`src/rtl/fetch.sv`:
```
// Instruction fetch stage: issues one request at a time to instruction memory and
// hands fetched words to decode, handling stalls, kills and branch redirects.
module fetch #(
  parameter logic [31:0] RESET_VECTOR = 32'h8000_0000
) (
  input  logic        clk,
  input  logic        reset,
  input  logic        stall,
  input  logic        invalidate,
  input  logic        branch,
  input  logic [31:0] branch_target,
  output logic [31:0] mem_address,
  output logic        mem_valid,
  input  logic        mem_ready,
  input  logic [31:0] mem_data,
  output logic [31:0] pc_out,
  output logic [31:0] next_pc_out,
  output logic [31:0] instruction_out,
  output logic        valid_out
);

  typedef enum logic [1:0] {FETCH, DISCARD, HOLD} state_t;

  state_t      state, state_d;
  logic [31:0] pc, pc_d;
  logic [31:0] redirect_pc, redirect_pc_d;
  logic [31:0] buf_pc, buf_pc_d;
  logic [31:0] buf_next_pc, buf_next_pc_d;
  logic [31:0] buf_instr, buf_instr_d;
  logic [31:0] pc_out_d, next_pc_out_d, instruction_out_d;
  logic        valid_out_d;
  logic        transfer;
  logic [31:0] pc_plus4;

  // The pc only advances on a consumed transfer, so the in-flight request address
  // in DISCARD is still pc and mem_address can always be driven from it.
  assign mem_valid   = !reset && (state != HOLD);
  assign mem_address = pc;
  assign transfer    = mem_valid && mem_ready;
  assign pc_plus4    = pc + 32'd4;

  always_comb begin
    state_d           = state;
    pc_d              = pc;
    redirect_pc_d     = redirect_pc;
    buf_pc_d          = buf_pc;
    buf_next_pc_d     = buf_next_pc;
    buf_instr_d       = buf_instr;
    pc_out_d          = pc_out;
    next_pc_out_d     = next_pc_out;
    instruction_out_d = instruction_out;
    valid_out_d       = valid_out;

    case (state)
      FETCH: begin
        if (branch) begin
          valid_out_d = 1'b0;
          if (transfer) begin
            pc_d = branch_target;
          end else begin
            redirect_pc_d = branch_target;
            state_d       = DISCARD;
          end
        end else if (stall) begin
          if (transfer) begin
            buf_pc_d      = pc;
            buf_next_pc_d = pc_plus4;
            buf_instr_d   = mem_data;
            pc_d          = pc_plus4;
            state_d       = HOLD;
          end
        end else if (transfer && !invalidate) begin
          pc_out_d          = pc;
          next_pc_out_d     = pc_plus4;
          instruction_out_d = mem_data;
          valid_out_d       = 1'b1;
          pc_d              = pc_plus4;
        end else begin
          valid_out_d = 1'b0;
        end
      end

      HOLD: begin
        if (branch) begin
          pc_d        = branch_target;
          valid_out_d = 1'b0;
          state_d     = FETCH;
        end else if (!stall) begin
          pc_out_d          = buf_pc;
          next_pc_out_d     = buf_next_pc;
          instruction_out_d = buf_instr;
          valid_out_d       = !invalidate;
          state_d           = FETCH;
        end
      end

      DISCARD: begin
        // A branch arriving while the stale request completes must win over the older redirect.
        if (branch) redirect_pc_d = branch_target;
        if (transfer) begin
          pc_d    = branch ? branch_target : redirect_pc;
          state_d = FETCH;
        end
        if (!stall || branch) valid_out_d = 1'b0;
      end

      default: state_d = FETCH;
    endcase
  end

  always_ff @(posedge clk) begin
    if (reset) begin
      state           <= FETCH;
      pc              <= RESET_VECTOR;
      redirect_pc     <= '0;
      buf_pc          <= '0;
      buf_next_pc     <= '0;
      buf_instr       <= '0;
      pc_out          <= '0;
      next_pc_out     <= '0;
      instruction_out <= '0;
      valid_out       <= 1'b0;
    end else begin
      state           <= state_d;
      pc              <= pc_d;
      redirect_pc     <= redirect_pc_d;
      buf_pc          <= buf_pc_d;
      buf_next_pc     <= buf_next_pc_d;
      buf_instr       <= buf_instr_d;
      pc_out          <= pc_out_d;
      next_pc_out     <= next_pc_out_d;
      instruction_out <= instruction_out_d;
      valid_out       <= valid_out_d;
    end
  end

endmodule
```
`config.mk`:
```
export PLATFORM = sky130hd
export DESIGN_NAME = fetch
export DESIGN_NICKNAME = d
export VERILOG_FILES = /design/src/rtl/fetch.sv
export SDC_FILE = /design/constraint.sdc
export NUM_CORES = 1
export LEC_CHECK = 0
export CORE_ASPECT_RATIO = 1.2
export CORE_MARGIN = 2
export CORE_UTILIZATION = 35
export CTS_CLUSTER_SIZE = 25
export DETAILED_ROUTE_END_ITERATION = 7
export PLACE_DENSITY = 0.62
export SLEW_MARGIN = 40
export SYNTH_ARGS = -nofsm -noshare
export SYNTH_HDL_FRONTEND = slang
export SYNTH_SLANG_ARGS = --single-unit
```
`constraint.sdc`:
```
create_clock -name clk -period 2.13 [get_ports clk]
set_input_delay 0.426 -clock clk [delete_from_list [all_inputs] [get_ports clk]]
set_output_delay 0.426 -clock clk [all_outputs]
set_load 0.01 [all_outputs]
```
; Word level (Yosys, flattened, before mapping)
; Index checks and enable logic that the tools add are counted.
[classes]
n_mux = 44
n_reduce_logical = 17
bitwise_logic = 1
eq_ne = 21
n_addsub = 1
[ops]
columns = operator, count
row1 = two-way mux 32 bit, 24
row2 = case mux 32 bit (2 select lines), 4
row3 = case mux 32 bit (3 select lines), 1
row4 = "adder 32 x 3 -> 32 bit, second input constant", 1
row5 = "inequality test 2 bit, second input constant", 11
row6 = "inequality test 3 bit, second input constant", 7
row7 = two-way mux 2 bit, 7
row8 = AND reduction 6 bit, 2
row9 = AND reduction 4 bit, 2
row10 = two-way mux 1 bit, 6
row11 = case mux 2 bit (3 select lines), 1
row12 = AND reduction 5 bit, 1
row13 = "inequality test 4 bit, second input constant", 1
row14 = nonzero test 2 bit, 2
row15 = logical AND 1 bit, 3
row16 = logical NOT 1 bit, 3
row17 = case mux 1 bit (3 select lines), 1
row18 = AND reduction 3 bit, 1
row19 = nonzero test 3 bit, 1
row20 = "equality test 2 x 1 -> 1 bit, second input constant", 1
row21 = "equality test 2 bit, second input constant", 1
row22 = logical NOT 2 bit, 1
row23 = logical OR 1 bit, 1
row24 = NOT 1 bit, 1
[totals]
out_inout_bits = 130
elab_cells = 94
input_bits = 70
ff_bits = 259

; Longest topological paths before layout
; Gate-level depths: netlist of run 1.
[logic_depth]
ltp_word = 8
depth_mapped = 11
mapped_depth_nobuf = 7

; Least setup slack after synthesis of run 1
; Ideal clock, no wire load.
[synth_timing]
path_type = flip-flop to flip-flop
from = register state[0]
to = register next_pc_out[26]
period_less_slack_ps = 2328
slack_ps = -198
n_path_buf = 3
setup_time_ps = 134
t_required_ps = 1996
stages_incl_launch_ff = 11
arrival_ps = 2194
cell_sequence = dfxtp_1 -> inv_1 -> ha_1 -> clkbuf_1 -> nor3b_2 -> a2bb2oi_1 -> nor3_1 -> clkbuf_1 -> buf_2 -> mux2i_1 -> o22ai_1
[synth_between]
elab_chain_len = 6
word_cells_on_any_way = 14
classes_between = eq/ne (7) / mux (1) / reduce/logical (6)
[synth_lines]
columns = element, line
row1 = "start, declared", 24  ; state_t state, state_d;
row2 = "start signal, assigned", 124  ; state <= state_d;
row3 = inequality test 2 bit, 37  ; assign mem_valid = !reset && (state != HOLD);
row4 = logical AND 1 bit, 37
row5 = logical AND 1 bit, 39  ; assign transfer = mem_valid && mem_ready;
row6 = logical AND 1 bit, 72  ; end else if (transfer && !invalidate) begin
row7 = inequality test 2 bit (no source line), n/a
row8 = AND reduction 6 bit (no source line), n/a
row9 = "end signal, assigned", 131  ; next_pc_out <= next_pc_out_d;
row10 = "end, declared", 17  ; output logic [31:0] next_pc_out,
; Parallel ways exist; a longest one is shown, timed or not.
; A chain may end at the register's enable or synchronous reset.

; Worst setup path after layout of run 1
[layout_timing]
from = register pc[15], in the netlist mem_address[15]
to = register next_pc_out[29]
[layout_between]
elab_chain_len = 5
[layout_lines]
columns = element, line
row1 = "start, declared", 25  ; logic [31:0] pc, pc_d;
row2 = "start signal, assigned", 125  ; pc <= pc_d;
row3 = adder 32 x 3 -> 32 bit, 40  ; assign pc_plus4 = pc + 32'd4;
row4 = two-way mux 32 bit, 72
row5 = two-way mux 32 bit, 64  ; end else if (stall) begin
row6 = two-way mux 32 bit, 56  ; if (branch) begin
row7 = case mux 32 bit (2 select lines), 54  ; case (state)
; Every way passes these cells. The select of a mux whose other input is x is not followed.

==> results of run 1 <==
==> synthesized netlist by cell type (all sizes together), types with 3 or more instances <==
| cell type | number |
|---|---|
| and4 | 4 |
| and2 | 8 |
| or2 | 3 |
| nand2b | 12 |
| a21boi | 3 |
| mux2i | 70 |
| buf | 22 |
| ha | 5 |
| nand3 | 21 |
| inv | 16 |
| a22o | 15 |
| nand4 | 10 |
| xnor2 | 14 |
| a31oi | 10 |
| nand2 | 255 |
| o22ai | 5 |
| clkbuf | 117 |
| o31a | 6 |
| o32ai | 5 |
| nor2b | 6 |
| nor2 | 133 |
| a2111oi | 3 |
| or3 | 3 |
| mux2 | 7 |
| a222oi | 4 |
| a21oi | 148 |
| a211oi | 92 |
| o21a | 7 |
| a32o | 3 |
| nor4 | 16 |
| a21o | 5 |
| o21ai | 26 |
| dfxtp | 255 |
| o221ai | 6 |
| nor3 | 34 |
| a22oi | 6 |
| and3 | 7 |
| xor2 | 6 |
| o211ai | 14 |
==> critical path: stages, from the launching register on <==
cell      delay [ns]
dfxtp_4         0.37
nand2_2         0.07
or4_4           0.59
or4_4           0.61
xnor2_4         0.22
o221ai_1        0.12
==> cell families (layout without fill, tap and decap cells) <==
kind of cell    after synthesis  after routing
simple gates                519            519
mux                          77             77
fa+ha+maj                     5              5
compound gates              372            372
buf+inv                     155            399
xor+xnor                     20             20
flops                       255            255
==> worst min path at each step <==
stage,cells past startpoint,start,to
after floorplan,2,buf_next_pc[11],buf_next_pc[11]
after global routing,3,branch_target[21],redirect_pc[21]
final,3,mem_data[17],buf_instr[17]
after CTS,6,reset,valid_out
after global placement,2,buf_next_pc[11],buf_next_pc[11]
after detailed placement,2,buf_pc[16],buf_pc[16]
==> metrics by stage <==
step	power (uW)	cells	setup TNS, ns	worst slack [ns]	hold WS, ns
4_1_cts	11700	2044	0	0.00408	0.362
3_5_place_dp	6980	1996	-19.58	-0.228	0.446
5_1_grt	12100	2054	-0.0743	-0.0258	0.455
2_1_floorplan	6090	1403	-0.142	-0.0594	0.431
6_report	11700	2054	0	0.0285	0.452
3_3_place_gp	6950	1996	-12.04	-0.147	0.437
==> sequential cells by signal, indices dropped and copies added (netlist names) <==
name             count
buf_next_pc         30
mem_address         32
pc_out              32
buf_pc              32
state                2
buf_instr           32
instruction_out     32
next_pc_out         30
redirect_pc         32
valid_out            1
==> final cells by class <==
cell class                 instances  area share
multi-input combinational        993       0.371
timing repair buffer             337       0.215
inverter                          16     0.00394
clock inverter                    10     0.00836
clock buffer                      36      0.0460
tap                              407      0.0321
sequential                       255       0.324
==> repair_timing <==
item | in CTS | in global routing
endpoints found under the setup margin | 8 | 58
resized for setup | 12 | 30
pin swaps | 1 | 14
gates cloned | 0 | 4
buffers inserted | 2 | 6
==> power breakdown <==
| group | internal [uW] | switching [uW] | leakage [uW] | total [uW] |
|---|---|---|---|---|
| combinational | 855 | 996 | 0.00290 | 1850 |
| sequential | 4950 | 125 | 0.00208 | 5080 |
| clock | 2750 | 1980 | 0.000426 | 4730 |
==> routing by layer <==
layer	vias to the layer above	track usage	share of wire
met4	0	0.0726	0.033
li1	5382	-	-
met5	-	0	0
met1	5089	0.260	0.42
met3	71	0.0325	0.058
met2	334	0.355	0.49
==> reports/results.tsv, run 1 <==
metric	value	unit
synth-edff-count	0	
mostFrequentLayoutCells	nand2_1 (253), dfxtp_1 (235), clkdlybuf4s50_1 (194)	
nFillCells	3090	
max-slew-margin-rel	0.592	
synth_nets	1478	
multiInputGateArea	5890	sq um
vias_per_cell	5.30	
area_growth	38.5	%
yosysWarnings	0	
grt_usage	0.206	
synth-simple-area-share	0.200	
status	finished clean	
cts_buffers	27	
slew_viol_final	0	
tritoncts	yes	
drc	0	
clock.fmax	0.476	GHz
endpoint_kind	flip-flop	
die_area	34200	sq um
timing.rr.start	mem_address[15]	
min_period	2.10	ns
reg2reg_slack	0.03	ns
arrival	2.53	ns
drtIter0Drc	748	
synthXorXnorAreaFrac	0.0153	
htree_levels	1	
cts_buffer_depth	3	
nNetsFinal	1705	
vias	10900	
final_area	15900	sq um
muxShareOfSynthArea	0.0680	
crit_required	2.56	ns
setup_violations	0	
place_congestion	0.900	
synth-seq-cells	255	
r2r-end	next_pc_out[29]	
syn_inst	1403	
cts_sinks	255	
ant_nets	0	
worstSetupStartpoint	mem_address[15]	
synth_top_area_cell	dfxtp_1	
syn_area	11500	sq um
synth-main-ff-cell	dfxtp_1	
initial_utilization	0.355	
io_buffers	199	
syn_avg_cell_area	8.17	sq um
synth.distinct_cells	61	
path_max_fanout	5	
cts_root_buf	clkbuf_16	
grt_first_pass_wirelength	56400	um
cts_hold_buffers	0	
drv_cap	0	
antenna_found_initial	0	
drtPass1Iterations	6	
place_area	14700	sq um
coreArea	32300	sq um
hold_path_class	primary input to flip-flop	
seq_area_frac_synth	0.445	
regArea	5140	sq um
drive_gt1_frac	0.146	
dieHeight	202	um
path_clk_slew	0.06	ns
netlist_top_cells_area	dfxtp_1 (45%), nand2_1 (8.4%), a21oi_1 (6.5%), mux2i_1 (6.1%), a211oi_1 (6.0%)	
n_antenna_cell	0	
start_kind	flip-flop	
synth_compound_area_frac	0.211	
reg2reg_depth	5	
hpwl	26200	um
yosys.area_share.adder	0.00546	
critPathKind	flip-flop to flip-flop	
clock_latency	0.56	ns
rsz0062_at_grt	true	
synth_top_family_by_area	compound AO/OA/AOI/OAI gates	
grt_overflow_total	0	
final_common_cell	nand2_1	
wl_per_cell	18.4	um
async_flop_share	0	
timing.final.crit_share	0.987	
pwr_density_cell	734	nW/um^2
boundaryPins	200	
drt-total-wl	37800	um
finalClockSkew	0.0173	ns
yosysTopAreaCellShare	0.445	
vdd_drop_max	0.502	mV
grt_max_degree	124	
grt_pass1_vias	10100	
worstMarginPinSlew	0.611	ns
critPathCapture	next_pc_out[29]	
final_util	0.492	
p_leak	0.00540	uW
die_w	169	um
placementRows	72	
hold_violations	0	
No activity file was read; power rests on OpenSTA's default activity.
==> run 2: changes to the inputs <==
Settings changed: ABC_AREA from default to 1, PLACE_DENSITY 0.62 to 0.61.
==> reports/results.tsv, run 2 <==
metric	value	unit
p_leak	0.00668	uW
syn_area	12100	sq um
hpwl	28200	um
synth_top_area_cell	dfxtp_1	
dieHeight	208	um
min_period	2.08	ns
r2r-end	mem_address[26]	
initial_utilization	0.356	
nNetsFinal	2079	
mostFrequentLayoutCells	nand2_1 (427), o21ai_0 (282), nor2_1 (271)	
timing.rr.start	state[0]	
async_flop_share	0	
finalClockSkew	0.0105	ns
coreArea	34100	sq um
setup_violations	0	
slew_viol_final	0	
wl_per_cell	16.2	um
reg2reg_depth	12	
synth-edff-count	0	
htree_levels	1	
clock.fmax	0.480	GHz
p_seq_frac	0.408	
grt_overflow_total	0	
synth.distinct_cells	31	
nFillCells	3475	
worstSetupStartpoint	mem_address[25]	
vdd_drop_max	0.570	mV
pwr_density_cell	844	nW/um^2
final_common_cell	nand2_1	
cp_slowest_cell	clkdlybuf4s50_1	
antenna_found_initial	0	
drive_gt1_frac	0.0732	
grt_max_degree	119	
crit_chain	clkdlybuf4s50_1	
hold_slack	0.450	ns
drc	0	
seq_area_frac_synth	0.421	
vias_per_cell	5.05	
die_w	174	um
start_kind	flip-flop	
clkPwrFrac	0.352	
path_delay_family	buffers and inverters	
fin_tns_setup	0	ns
worstMarginPinSlew	0.520	ns
drtPass1Iterations	6	
placementRows	74	
syn_inst	1820	
ant_nets	0	
min_to	buf_instr[5]	
drtIter0Drc	931	
syn_avg_cell_area	6.66	sq um
drv_cap	0	
cts_buffers	27	
post_cts_buffers	0	
path_buf_inv	1	
power.internal	9330	uW
n_antenna_cell	0	
synth-main-ff-cell	dfxtp_1	
p_sw	4140	uW
place_ws	-0.122	ns
crit_required	1.70	ns
grt_first_pass_wirelength	62500	um
holdPathStages	3	
area_growth	31.7	%
tritoncts	yes	
yosysWarnings	0	
drt-total-wl	40100	um
hp-start	mem_data[5]	
yosysTopAreaCellShare	0.421	
cts_buffer_depth	3	
finalPower	13500	uW
synth_nets	1895	
io_buffers	199	
vias	12500	
status	finished clean	
final.setup.worst_slack	0.0484	ns
critPathMaxStageDelay	0.60	ns
clock_latency	0.55	ns
critPathKind	flip-flop to output pin	
cts_root_buf	clkbuf_16	
yosysMostFrequentCell	nand2_1	
max-slew-margin-rel	0.653	
hold_path_class	primary input to flip-flop	
swShare	0.307	
synth-seq-cells	255	
endpoint_kind	output pin	
multiInputGateArea	6030	sq um
place_congestion	0.918	
grt_usage	0.212	
grt_pass1_vias	11500	
cts_sinks	255	
path_clk_slew	0.06	ns
reg2reg_slack	0.15	ns
regArea	5110	sq um
timing.final.crit_share	0.977	
boundaryPins	200	
path_max_fanout	5	
die_area	36100	sq um
arrival	1.66	ns
netlist_top_cells_area	dfxtp_1 (42%), nand2_1 (13%), o21ai_0 (12%), nor2_1 (8.4%), a21oi_1 (7.4%)	
hold_violations	0	
p_comb_frac	0.239	
ys_top_cells_by_count	nand2_1 (428), o21ai_0 (282), nor2_1 (272)	
-- run 2: changes by cell type after synthesis, moves of 16 or more --
cell / delta
inv_1: +93
a31oi_1: +16
nor3_1: -33
buf_2: +31
nand2_1: +173
a21oi_1: +32
nor2_1: +139
a211oi_1: -92
mux2i_1: -68
nand3_1: +37
o21ai_0: +256
clkbuf_1: -41
-- run 2: area by class of cell --
cell class              instances  area share
multi-input cells            1321       0.378
well taps                     456      0.0358
repair buffers                284       0.183
clock inverters                 9     0.00792
flip-flops and latches        255       0.320
inverters                     114      0.0273
clock buffers                  39      0.0470
repair inverters                1    0.000470
-- run 2: timing repair --
item | in CTS | in global routing
resized for setup | 4 | 10
setup endpoints to repair | 1 | 36
hold buffers | 0 | 0
pin swaps | 0 | 0
cloned | 0 | 2
-- run 2: worst reg2reg max path: stages, from the launching register on --
cell     delay, ns
dfxtp_2       0.35
inv_2         0.07
ha_4          0.18
nor2_2        0.14
nand2_2       0.08
buf_4         0.15
nand2_1       0.07
o21ai_0       0.08
nand2_1       0.14
nand2_4       0.12
buf_12        0.19
nor2_1        0.21
a21oi_1       0.10
-- run 2: power by group through the flow --
stage / combinational, uW / clock (uW) / sequential, uW
global route: 3550 / 5050 / 5540
detailed placement: 3150 / 0 / 5590
CTS: 3170 / 4860 / 5490
global placement: 3120 / 0 / 5580
finish: 3220 / 4750 / 5500
floorplan: 1580 / 0 / 5610
-- run 2: stage by stage --
step | cells | util | instance area (sq um)
final | 2479 | 0.468 | 16000
after global routing | 2479 | 0.468 | 16000
after CTS | 2477 | 0.467 | 15900
after detailed placement | 2429 | 0.441 | 15000
after global placement | 2429 | 0.441 | 15000
after floorplan | 1820 | - | 12100
-- run 2: worst max-delay path by stage --
stage	slack, ns	cells after the start	end
2_1_floorplan	0.29	12	mem_address[31]
3_3_place_gp	-0.12	11	mem_address[29]
3_5_place_dp	-0.12	11	mem_address[29]
4_1_cts	0.004	2	mem_address[7]
5_1_grt	-0.02	14	mem_address[14]
6_report	0.05	1	mem_address[25]
-- run 2: layer usage --
metal / GRT usage / wire length, um
met5: 0 / 0
met4: 0.0652 / 1090
met3: 0.0225 / 2440
met2: 0.356 / 19000
met1: 0.287 / 17600
-- run 2: logic make-up (layout without fill, tap and decap cells) --
logic type      after synthesis  count (layout)  share of synthesized area
flops                       255             255                      0.421
mux                           2               2                    0.00165
fa+ha+maj                     5               5                    0.00516
compound gates              538             538                      0.235
buf+inv                     244             447                     0.0839
xor+xnor                     10              10                    0.00723
simple gates                766             766                      0.245
==> run 3: changes to the inputs <==
Settings changed: CORE_UTILIZATION 35 to 49, CTS_CLUSTER_DIAMETER from default to 120, PLACE_DENSITY 0.61 to 0.8.
==> reports/results.tsv, run 3 (synthesis results as in run 2) <==
metric	value	unit
met2_length	17400	um
cts_sinks	255	
worstMarginPinSlew	0.592	ns
n_antenna_cell	0	
die_area	26000	sq um
tritoncts	yes	
path_delay_family	buffers and inverters	
wl_met1	15700	um
vias_per_cell	5.46	
min_to	instruction_out[7]	
reg2reg_depth	12	
io_buffers	199	
met3WireLength	2600	um
placed_cells	2286	
final_cells	2306	
r2r-end	buf_instr[10]	
drt-total-wl	36800	um
timing.rr.start	state[0]	
place_congestion	0.952	
rsz0062_at_grt	true	
ant_nets	0	
nNetsFinal	2056	
drv_cap	0	
vias	12600	
drc	0	
cts_buffer_depth	3	
final.setup.worst_slack	0.0371	ns
grt_usage	0.271	
wl_per_cell	15.9	um
vdd_drop_max	0.479	mV
place_ws	-0.0949	ns
placementRows	63	
finalClockSkew	0.0353	ns
highest_layer	met4	
start_kind	flip-flop	
crit_required	1.70	ns
hp-start	instruction_out[7]	
final_common_cell	nand2_1	
cts_buffers	14	
cp_slowest_cell	clkdlybuf4s50_1	
hpwl	26100	um
status	finished clean	
grt_pass1_vias	11400	
crit_chain	clkdlybuf4s50_1	
htree_levels	1	
initial_utilization	0.494	
area_growth	25.9	%
path_buf_inv	1	
pwr_density_cell	758	nW/um^2
reg2reg_slack	0.12	ns
slew_viol_final	0	
coreArea	24500	sq um
grt_max_degree	139	
mostFrequentLayoutCells	nand2_1 (427), o21ai_0 (282), nor2_1 (272)	
hold_path_class	flip-flop to flip-flop	
drive_gt1_frac	0.0555	
critPathKind	flip-flop to output pin	
drtPass1Iterations	5	
p_leak	0.00641	uW
clock.fmax	0.478	GHz
min_period	2.09	ns
max-slew-margin-rel	0.605	
antenna_found_initial	0	
arrival	1.67	ns
boundaryPins	200	
timing.final.crit_share	0.983	
drtIter0Drc	912	
die_w	148	um
fin_tns_setup	0	ns
critPathMaxStageDelay	0.63	ns
grt_first_pass_wirelength	57900	um
clock_latency	0.51	ns
hold_violations	0	
dieHeight	176	um
final_util	0.622	
setup_violations	0	
cts_root_buf	clkbuf_16	
hold_slack	0.489	ns
grt_overflow_total	0	
holdPathStages	2	
path_max_fanout	8	
endpoint_kind	output pin	
path_clk_slew	0.10	ns
nFillCells	2201	
==> run 3: changes by cell type in the layout (fill, tap and decap cells not counted), sizes merged <==
| cell | delta |
|---|---|
| clkbuf | -24 |
| clkinv | -4 |
| buf | -10 |
| clkinvlp | -1 |
| bufinv | -3 |
==> run 3: how the worst max path moves through the flow <==
stage / cells past startpoint / from / slack (ns) / end
floorplan: 12 / state[0] / 0.29 / mem_address[31]
global placement: 12 / reset / -0.05 / mem_address[12]
detailed placement: 11 / reset / -0.09 / buf_pc[13]
CTS: 5 / state[0] / 0.007 / mem_valid
global route: 12 / state[0] / -0.02 / buf_pc[13]
finish: 1 / mem_address[4] / 0.04 / mem_address[4]
==> run 3: final cells by class <==
type                            count  area [sq um]  share of cell area
Sequential cell                   255          5110               0.335
Timing Repair Buffer              274          2880               0.189
Inverter                          114           435              0.0285
Clock inverter                      1          20.0             0.00131
Multi-Input combinational cell   1321          6030               0.395
Clock buffer                       15           375              0.0246
Tap cell                          325           407              0.0266
Timing Repair inverter              1          7.51            0.000492
==> run 3: power by group <==
part | total [uW] | internal, uW | switching [uW] | leakage, uW
logic | 3140 | 1320 | 1820 | 0.00414
registers | 5490 | 5170 | 324 | 0.00208
clock network | 2930 | 1290 | 1640 | 0.000195
==> run 3: what timing repair did <==
| action | CTS | global route |
|---|---|---|
| pin swaps | 0 | 1 |
| hold buffers | 0 | 0 |
| resized for setup | 2 | 8 |
| endpoints found under the setup margin | 1 | 16 |
| cloned | 0 | 2 |
| buffers inserted | 0 | 2 |
==> run 3: through the flow <==
stage               area [sq um]  total power, uW
finish                     15300            11600
global route               15300            12100
CTS                        15200            11500
detailed placement         14800             8630
global placement           14800             8560
floorplan                  12100             7190
==> run 3: per-layer routing <==
metal	vias up	GRT usage
met1	5778	0.361
met3	63	0.0341
met5	-	0
li1	6253	-
met2	488	0.461
met4	0	0.0781
==> run 3: worst register-to-register path, cell delays in order, from the launching register on <==
cell	delay [ns]
dfxtp_2	0.36
inv_1	0.09
ha_4	0.21
nor2_2	0.14
nand2_2	0.08
inv_2	0.06
buf_4	0.10
nand2_1	0.09
nor2_4	0.16
buf_12	0.19
buf_12	0.19
o21ai_0	0.10
a21oi_1	0.17
